[config.mk]
export PLATFORM = sky130hd
export DESIGN_NAME = ula_stage
export DESIGN_NICKNAME = d
export VERILOG_FILES = /design/src/rtl/ula_stage.sv
export SDC_FILE = /design/constraint.sdc
export NUM_CORES = 1
export LEC_CHECK = 0
export BUFFER_PORTS_ARGS = -buffer_cell sky130_fd_sc_hd__buf_2
export CAP_MARGIN = 20
export CORE_MARGIN = 5
export CORE_UTILIZATION = 46
export CTS_CLUSTER_DIAMETER = 120
export DETAILED_ROUTE_END_ITERATION = 12
export GPL_ROUTABILITY_DRIVEN = 0
export PLACE_DENSITY = 0.76
export SETUP_SLACK_MARGIN = 0.1
export SLEW_MARGIN = 20
export SYNTH_ARGS = -nofsm -noshare
export SYNTH_HDL_FRONTEND = slang
export SYNTH_SLANG_ARGS = --single-unit
[constraint.sdc]
create_clock -name clk -period 4.4 [get_ports clk]
set_clock_uncertainty 0.1 [all_clocks]
set_input_delay 0.88 -clock clk [delete_from_list [all_inputs] [get_ports clk]]
set_output_delay 0.88 -clock clk [all_outputs]
set_load 0.05 [all_outputs]
[src/rtl/ula_stage.sv]
// Issue/retire stage around the combinational ula: input FIFO feeding ula,
// registered result with per-opcode flag normalization, status and op counter.
module ula_stage #(
  parameter int unsigned DEPTH = 2,
  parameter int unsigned TAGW  = 4
) (
  input  logic            clk,
  input  logic            rst_n,
  input  logic            inValid,
  output logic            inReady,
  input  logic [2:0]      inFunc,
  input  logic [31:0]     inA,
  input  logic [31:0]     inB,
  input  logic [TAGW-1:0] inTag,
  output logic [2:0]      func,
  output logic [31:0]     ulaA,
  output logic [31:0]     ulaB,
  input  logic [31:0]     ulaOutput,
  input  logic            ulaZ,
  input  logic            ulaN,
  input  logic            ulaO,
  input  logic            ulaET,
  input  logic            ulaGT,
  input  logic            ulaLT,
  output logic            outValid,
  input  logic            outReady,
  output logic [31:0]     outResult,
  output logic [5:0]      outFlags,
  output logic [TAGW-1:0] outTag,
  output logic [5:0]      statusFlags,
  output logic [15:0]     opCount
);

  localparam int unsigned PW = (DEPTH > 1) ? $clog2(DEPTH) : 1;
  localparam int unsigned CW = $clog2(DEPTH + 1);
  localparam logic [CW-1:0] FULL = CW'(DEPTH);

  typedef enum logic [2:0] {
    LOADA = 3'b000,
    ADD   = 3'b001,
    SUB   = 3'b010,
    AND   = 3'b011,
    PLUS1 = 3'b100,
    NOT   = 3'b101,
    XOR   = 3'b110,
    COMP  = 3'b111
  } opCode_e;

  logic [2:0]      fifoFunc [DEPTH];
  logic [31:0]     fifoA    [DEPTH];
  logic [31:0]     fifoB    [DEPTH];
  logic [TAGW-1:0] fifoTag  [DEPTH];

  logic [PW-1:0] wrPtr, rdPtr;
  logic [CW-1:0] count;
  logic          headValid, push, capture;
  opCode_e       headOp;
  logic [31:0]   normResult;
  logic [5:0]    normFlags;

  // Z and N are derived from the result itself, so ula's own Z/N are not needed.
  logic unusedFlags;
  assign unusedFlags = ulaZ ^ ulaN;

  assign headValid = (count != '0);
  assign inReady   = rst_n && (count < FULL);
  assign push      = inValid && inReady;
  assign capture   = headValid && (!outValid || outReady);

  assign func = headValid ? fifoFunc[rdPtr] : '0;
  assign ulaA = headValid ? fifoA[rdPtr]    : '0;
  assign ulaB = headValid ? fifoB[rdPtr]    : '0;
  assign headOp = opCode_e'(func);

  // ula leaves flags of unrelated opcodes stale, so keep only the meaningful ones.
  always_comb begin
    normResult = ulaOutput;
    normFlags  = {(ulaOutput == '0), ulaOutput[31], 1'b0, 3'b000};
    case (headOp)
      ADD, SUB: normFlags[3] = ulaO;
      COMP: begin
        normResult = '0;
        normFlags  = {3'b000, ulaET, ulaGT, ulaLT};
      end
      default: ;
    endcase
  end

  always_ff @(posedge clk) begin
    if (push) begin
      fifoFunc[wrPtr] <= inFunc;
      fifoA[wrPtr]    <= inA;
      fifoB[wrPtr]    <= inB;
      fifoTag[wrPtr]  <= inTag;
    end
  end

  always_ff @(posedge clk) begin
    if (!rst_n) begin
      wrPtr       <= '0;
      rdPtr       <= '0;
      count       <= '0;
      outValid    <= 1'b0;
      outResult   <= '0;
      outFlags    <= '0;
      outTag      <= '0;
      statusFlags <= '0;
      opCount     <= '0;
    end else begin
      if (push)    wrPtr <= wrPtr + PW'(1);
      if (capture) rdPtr <= rdPtr + PW'(1);
      case ({push, capture})
        2'b10:   count <= count + CW'(1);
        2'b01:   count <= count - CW'(1);
        default: ;
      endcase
      if (capture) begin
        outValid    <= 1'b1;
        outResult   <= normResult;
        outFlags    <= normFlags;
        outTag      <= fifoTag[rdPtr];
        statusFlags <= normFlags;
        opCount     <= opCount + 16'd1;
      end else if (outValid && outReady) begin
        outValid <= 1'b0;
      end
    end
  end

endmodule

# Word-level counts from Yosys, hierarchy flattened

Memories as Yosys holds them, arrays and structs flattened. A register that Yosys moved wholly into a read port is not among the register bits.
Cells that the tools add are included.

Bits in registers: 59
RAM bits: 142
Bits of input ports: 113
Logic and storage cells: 52
Memories: 4

Memory list:

| memory   | depth | bits a word | rd ports | clocked after memory_dff | write ports | RTL line | RTL |
|---|---|---|---|---|---|---|---|
| fifoA    | 2     | 32          | 1        | 1                        | 1           | 50       | `logic [31:0] fifoA [DEPTH];` |
| fifoB    | 2     | 32          | 1        | 1                        | 1           | 51       | `logic [31:0] fifoB [DEPTH];` |
| fifoTag  | 2     | 4           | 1        | 1                        | 1           | 52       | `logic [TAGW-1:0] fifoTag [DEPTH];` |
| fifoFunc | 2     | 3           | 1        | 1                        | 1           | 49       | `logic [2:0] fifoFunc [DEPTH];` |

Add/sub/neg operators: 5
$lt $le $gt $ge: 1
Equality and inequality tests: 5
Muxes and demuxes: 18
Reductions and logical operators: 12

Operator list:

| operator                | count |
|---|---|
| $mux W32                | 3 |
| $logic_not A32 Y1       | 1 |
| $add A16 B1 Y16 const B | 1 |
| $mux W1                 | 11 |
| $mux W3                 | 2 |
| $reduce_bool A2 Y1      | 3 |
| $logic_and A1 B1 Y1     | 4 |
| $pmux W2 S2             | 1 |
| $eq A3 B1 Y1 const B    | 1 |
| $eq A3 B2 Y1 const B    | 1 |
| $eq A3 B3 Y1 const B    | 1 |
| $add A1 B1 Y1 const B   | 2 |
| $add A2 B1 Y2 const B   | 1 |
| $eq A2 B1 Y1 const B    | 1 |
| $eq A2 B2 Y1 const B    | 1 |
| $logic_not A1 Y1        | 2 |
| $lt A2 B2 Y1 const B    | 1 |
| $mux W2                 | 1 |
| $reduce_or A2 Y1        | 1 |
| $sub A2 B1 Y2 const B   | 1 |
| $logic_or A1 B1 Y1      | 1 |

# Depth between registers and ports, before layout

Depth after elaboration: 5
Depth in mapped cells: 8

# Least setup slack after synthesis

No wires, ideal clock.

Kind: in2reg
Start point: input rst_n
End point: memory fifoA[0][0] (enable)
Library setup time: 0.501 ns
Arrival: 4.904 ns
Required time: 3.799 ns
Setup slack: -1.104 ns
Stages on the path: 3
Cells stage by stage: nor2b_1 -> nand2_1 -> nor2_1

Word-level cells in the longest chain between the ends: 4

RTL lines:

| what                          | RTL line | RTL |
|---|---|---|
| from (decl)                   | 8        | `input logic rst_n,` |
| $logic_and A1 B1 Y1           | 66       | `assign inReady = rst_n && (count < FULL);` |
| $logic_and A1 B1 Y1           | 67       | `assign push = inValid && inReady;` |
| $mux W1                       | 90       | `if (push) begin` |
| $mux W1 (not written as such) | 92       | `fifoA[wrPtr] <= inA;` |
| to (decl)                     | 50       |  |

No other way between the ends.

==> impl_metrics.env <==
export IMPL_antenna_found_initial=4
export IMPL_powerDensity_mw_per_mm2=731
export IMPL_die_h_um=140
export IMPL_synth_avg_cell_area_um2=13.3
export IMPL_vias=5378
export IMPL_ant_nets=0
export IMPL_drive_above_1_share_pct=34.7
export IMPL_drv_cap=0
export IMPL_crit_family="flip-flops"
export IMPL_dpl_hpwl_um=11800
export IMPL_hold_worst_slack_ns=0.350
export IMPL_ys_types=35
export IMPL_grt_pass1_wl_um=27200
export IMPL_worstMarginPinSlew_ns=1.01
export IMPL_cp_buffers_inverters=2
export IMPL_ctsHtreeMaxLevel=1
export IMPL_cts_resized=0
export IMPL_hold_buffers=0
export IMPL_grt_overflow_total=0
export IMPL_power_leakage_nw=3.97
export IMPL_crit_arrival_ns=2.15
export IMPL_clk_latency_ns=0.49
export IMPL_vias_per_cell=5.10
export IMPL_slowest_delay_ns=0.74
export IMPL_path_cells="buf_12 > mux2i_1 > nor2_1 > buf_2"
export IMPL_tns_ns=0
export IMPL_post_cts_buffers=0
export IMPL_drv_slew=0
export IMPL_hp_start="outResult[22]"
export IMPL_syn_inst=589
export IMPL_synth_warnings=0
export IMPL_fp_dieW_um=140
export IMPL_hold_end="outResult[22]"
export IMPL_max_slew_margin_pct=32.6
export IMPL_syn_area_mm2=0.00783
export IMPL_rrSetupSlack_ns=1.88
export IMPL_ys_seq_elements=205
export IMPL_drc=0
export IMPL_track_usage_pct=17.0
export IMPL_core_area_mm2=0.0166
export IMPL_finalCriticalPeriod_ns=3.13
export IMPL_fp_dieArea_mm2=0.0197
export IMPL_drtIter0Drc=188
export IMPL_clock_fmax_mhz=319
export IMPL_worstSetupStartpointType="flop"
export IMPL_vdd_drop_max_mv=0.466
export IMPL_grt_max_degree=78
export IMPL_start_util_pct=47.1
export IMPL_cts_sinks=205
export IMPL_status="complete, no violations"
export IMPL_grt_pass1_vias=5298
export IMPL_hold_viol=0
export IMPL_synth_top_area_share_pct=54.4
export IMPL_syn_to_final_growth_pct=26.9
export IMPL_yosysMostFrequentCell="edfxtp_1"
export IMPL_nets=935
export IMPL_path_depth=4
export IMPL_yosys_top_cells_count="edfxtp_1, nor2_1, mux2i_1"
export IMPL_first_pass_iters=4
export IMPL_min_period_over_period_pct=71.2
export IMPL_diodes=0
export IMPL_synth_nets=704
export IMPL_worstPathMaxFanout=37
export IMPL_wl_per_cell_um=16.7
export IMPL_max_clock_path_buffers=3
export IMPL_critPathCaptureType="primary output"
export IMPL_setup_viol=0
export IMPL_io_pins=246
export IMPL_whs_path_depth=2
export IMPL_cts_reportedPaths_clkPinSlew_ns=0.06
export IMPL_pre_cts_slack_ns=1.61
export IMPL_synth_top_flop_cell="edfxtp_1"
export IMPL_root_buffer="clkbuf_16"
export IMPL_num_rows=47
export IMPL_critPathRequiredTime_ns=3.42
export IMPL_fillCellCount=1337
export IMPL_cts_buffers_inserted=21
export IMPL_finalWorstSetupSlack_ns=1.27
export IMPL_yosysSeqAreaShare_pct=70.6
export IMPL_async_reset_ff_share_pct=0
export IMPL_wl_um=17700
export IMPL_synth_area_leaders="edfxtp_1, dfxtp_1, mux2i_1"
export IMPL_r2r_end="outResult[3]"
export IMPL_rsz0062_at_grt="false"
export IMPL_cts_tree="built"
export IMPL_synth_edf_count=142
export IMPL_portBuffers=243
export IMPL_critPathKind="flop to primary output"
export IMPL_reg2reg_depth=5
export IMPL_slowest_stage="dfxtp_4"
export IMPL_yosysTopAreaCell="edfxtp_1"
export IMPL_hold_path_class="flop to flop"
==> power by group <==
group | total, mW | switching (mW) | internal (mW)
clock network | 1.79 | 0.706 | 1.09
registers | 2.50 | 0.164 | 2.33
logic | 2.97 | 2.28 | 0.696
total | 7.26 | 3.15 | 4.11
==> stage by stage <==
| step | area (um2) | cells | utilization, % | total power, mW |
|---|---|---|---|---|
| after floorplan | 7840 | 589 | - | 4.79 |
| after global placement | 9230 | 1017 | 55.4 | 5.52 |
| after detailed placement | 9230 | 1017 | 55.4 | 5.54 |
| after CTS | 9940 | 1055 | 59.7 | 7.34 |
| after global routing | 9940 | 1055 | 59.7 | 7.62 |
| final | 9940 | 1055 | 59.7 | 7.26 |
==> flip-flops by register name (all words and copies together), names as in the netlist, 2 cells and up, named ones only <==
| signal | cells |
|---|---|
| fifoFunc | 6 |
| outResult | 31 |
| outTag | 4 |
| fifoB | 64 |
| statusFlags | 6 |
| fifoTag | 8 |
| count | 2 |
| opCount | 16 |
| fifoA | 64 |
==> worst register-to-register path: stages, from the launching register on <==
cell and delay, ns:
dfxtp_4 0.74, buf_12 0.33, and4b_1 0.27, o221a_2 0.29
nand2b_1 0.45, a21oi_1 0.27
==> cell usage in the layout (no fill, tap or decap), drive strengths merged, types with 4 or more instances in the layout <==
master  netlist  layout
buf          20     249
edfxtp      142     142
nor2        103     103
mux2i        72      72
dfxtp        63      63
nand2        42      42
a21oi        28      28
clkbuf       21      27
a22oi        18      18
xnor2         9       9
nor4          8       8
or4           7       7
o21ai         7       7
clkinv        0       7
or3           6       6
nand4         6       6
xor2          5       5
nand3         5       5
o31ai         4       4
a211oi        4       4
==> logic make-up after synthesis <==
kind of cell,Yosys count,share of synthesized area [%]
AOI/OAI and AO/OA,62,4.87
xor gates and xnor gates,14,1.57
adders and majority gates,2,0.319
buffers and inverters,43,2.52
DFF,205,70.6
muxes,72,9.20
and+or+nand+nor,191,11.0
==> routing by layer <==
| layer | wire length, um | GRT usage (%) |
|---|---|---|
| met1 | 6620 | 19.1 |
| met2 | 8510 | 29.3 |
| met3 | 2030 | 7.29 |
| met4 | 445 | 5.00 |
| met5 | 61 | 0 |
==> worst max path at each step <==
| stage | endpoint | from | slack, ns |
|---|---|---|---|
| CTS | ulaA[25] | flop | 1.23 |
| finish | ulaB[7] | flop | 1.27 |
| floorplan | fifoA[1][0] | rst_n | 0.37 |
| detailed placement | fifoB[0][14] | rst_n | 1.61 |
| global route | ulaA[25] | flop | 1.13 |
| global placement | fifoA[0][30] | rst_n | 1.61 |
==> cell type report <==
cell class	count	area, um2	share of cell area, %
Sequential cell	205	5530	55.6
Tap cell	220	275	2.77
Multi-Input combinational cell	341	2130	21.4
Clock inverter	11	111	1.12
Timing Repair Buffer	249	1290	12.9
Clock buffer	27	602	6.05
Inverter	2	7.51	0.0755
Note: power is estimated with default switching activity, not from simulation.
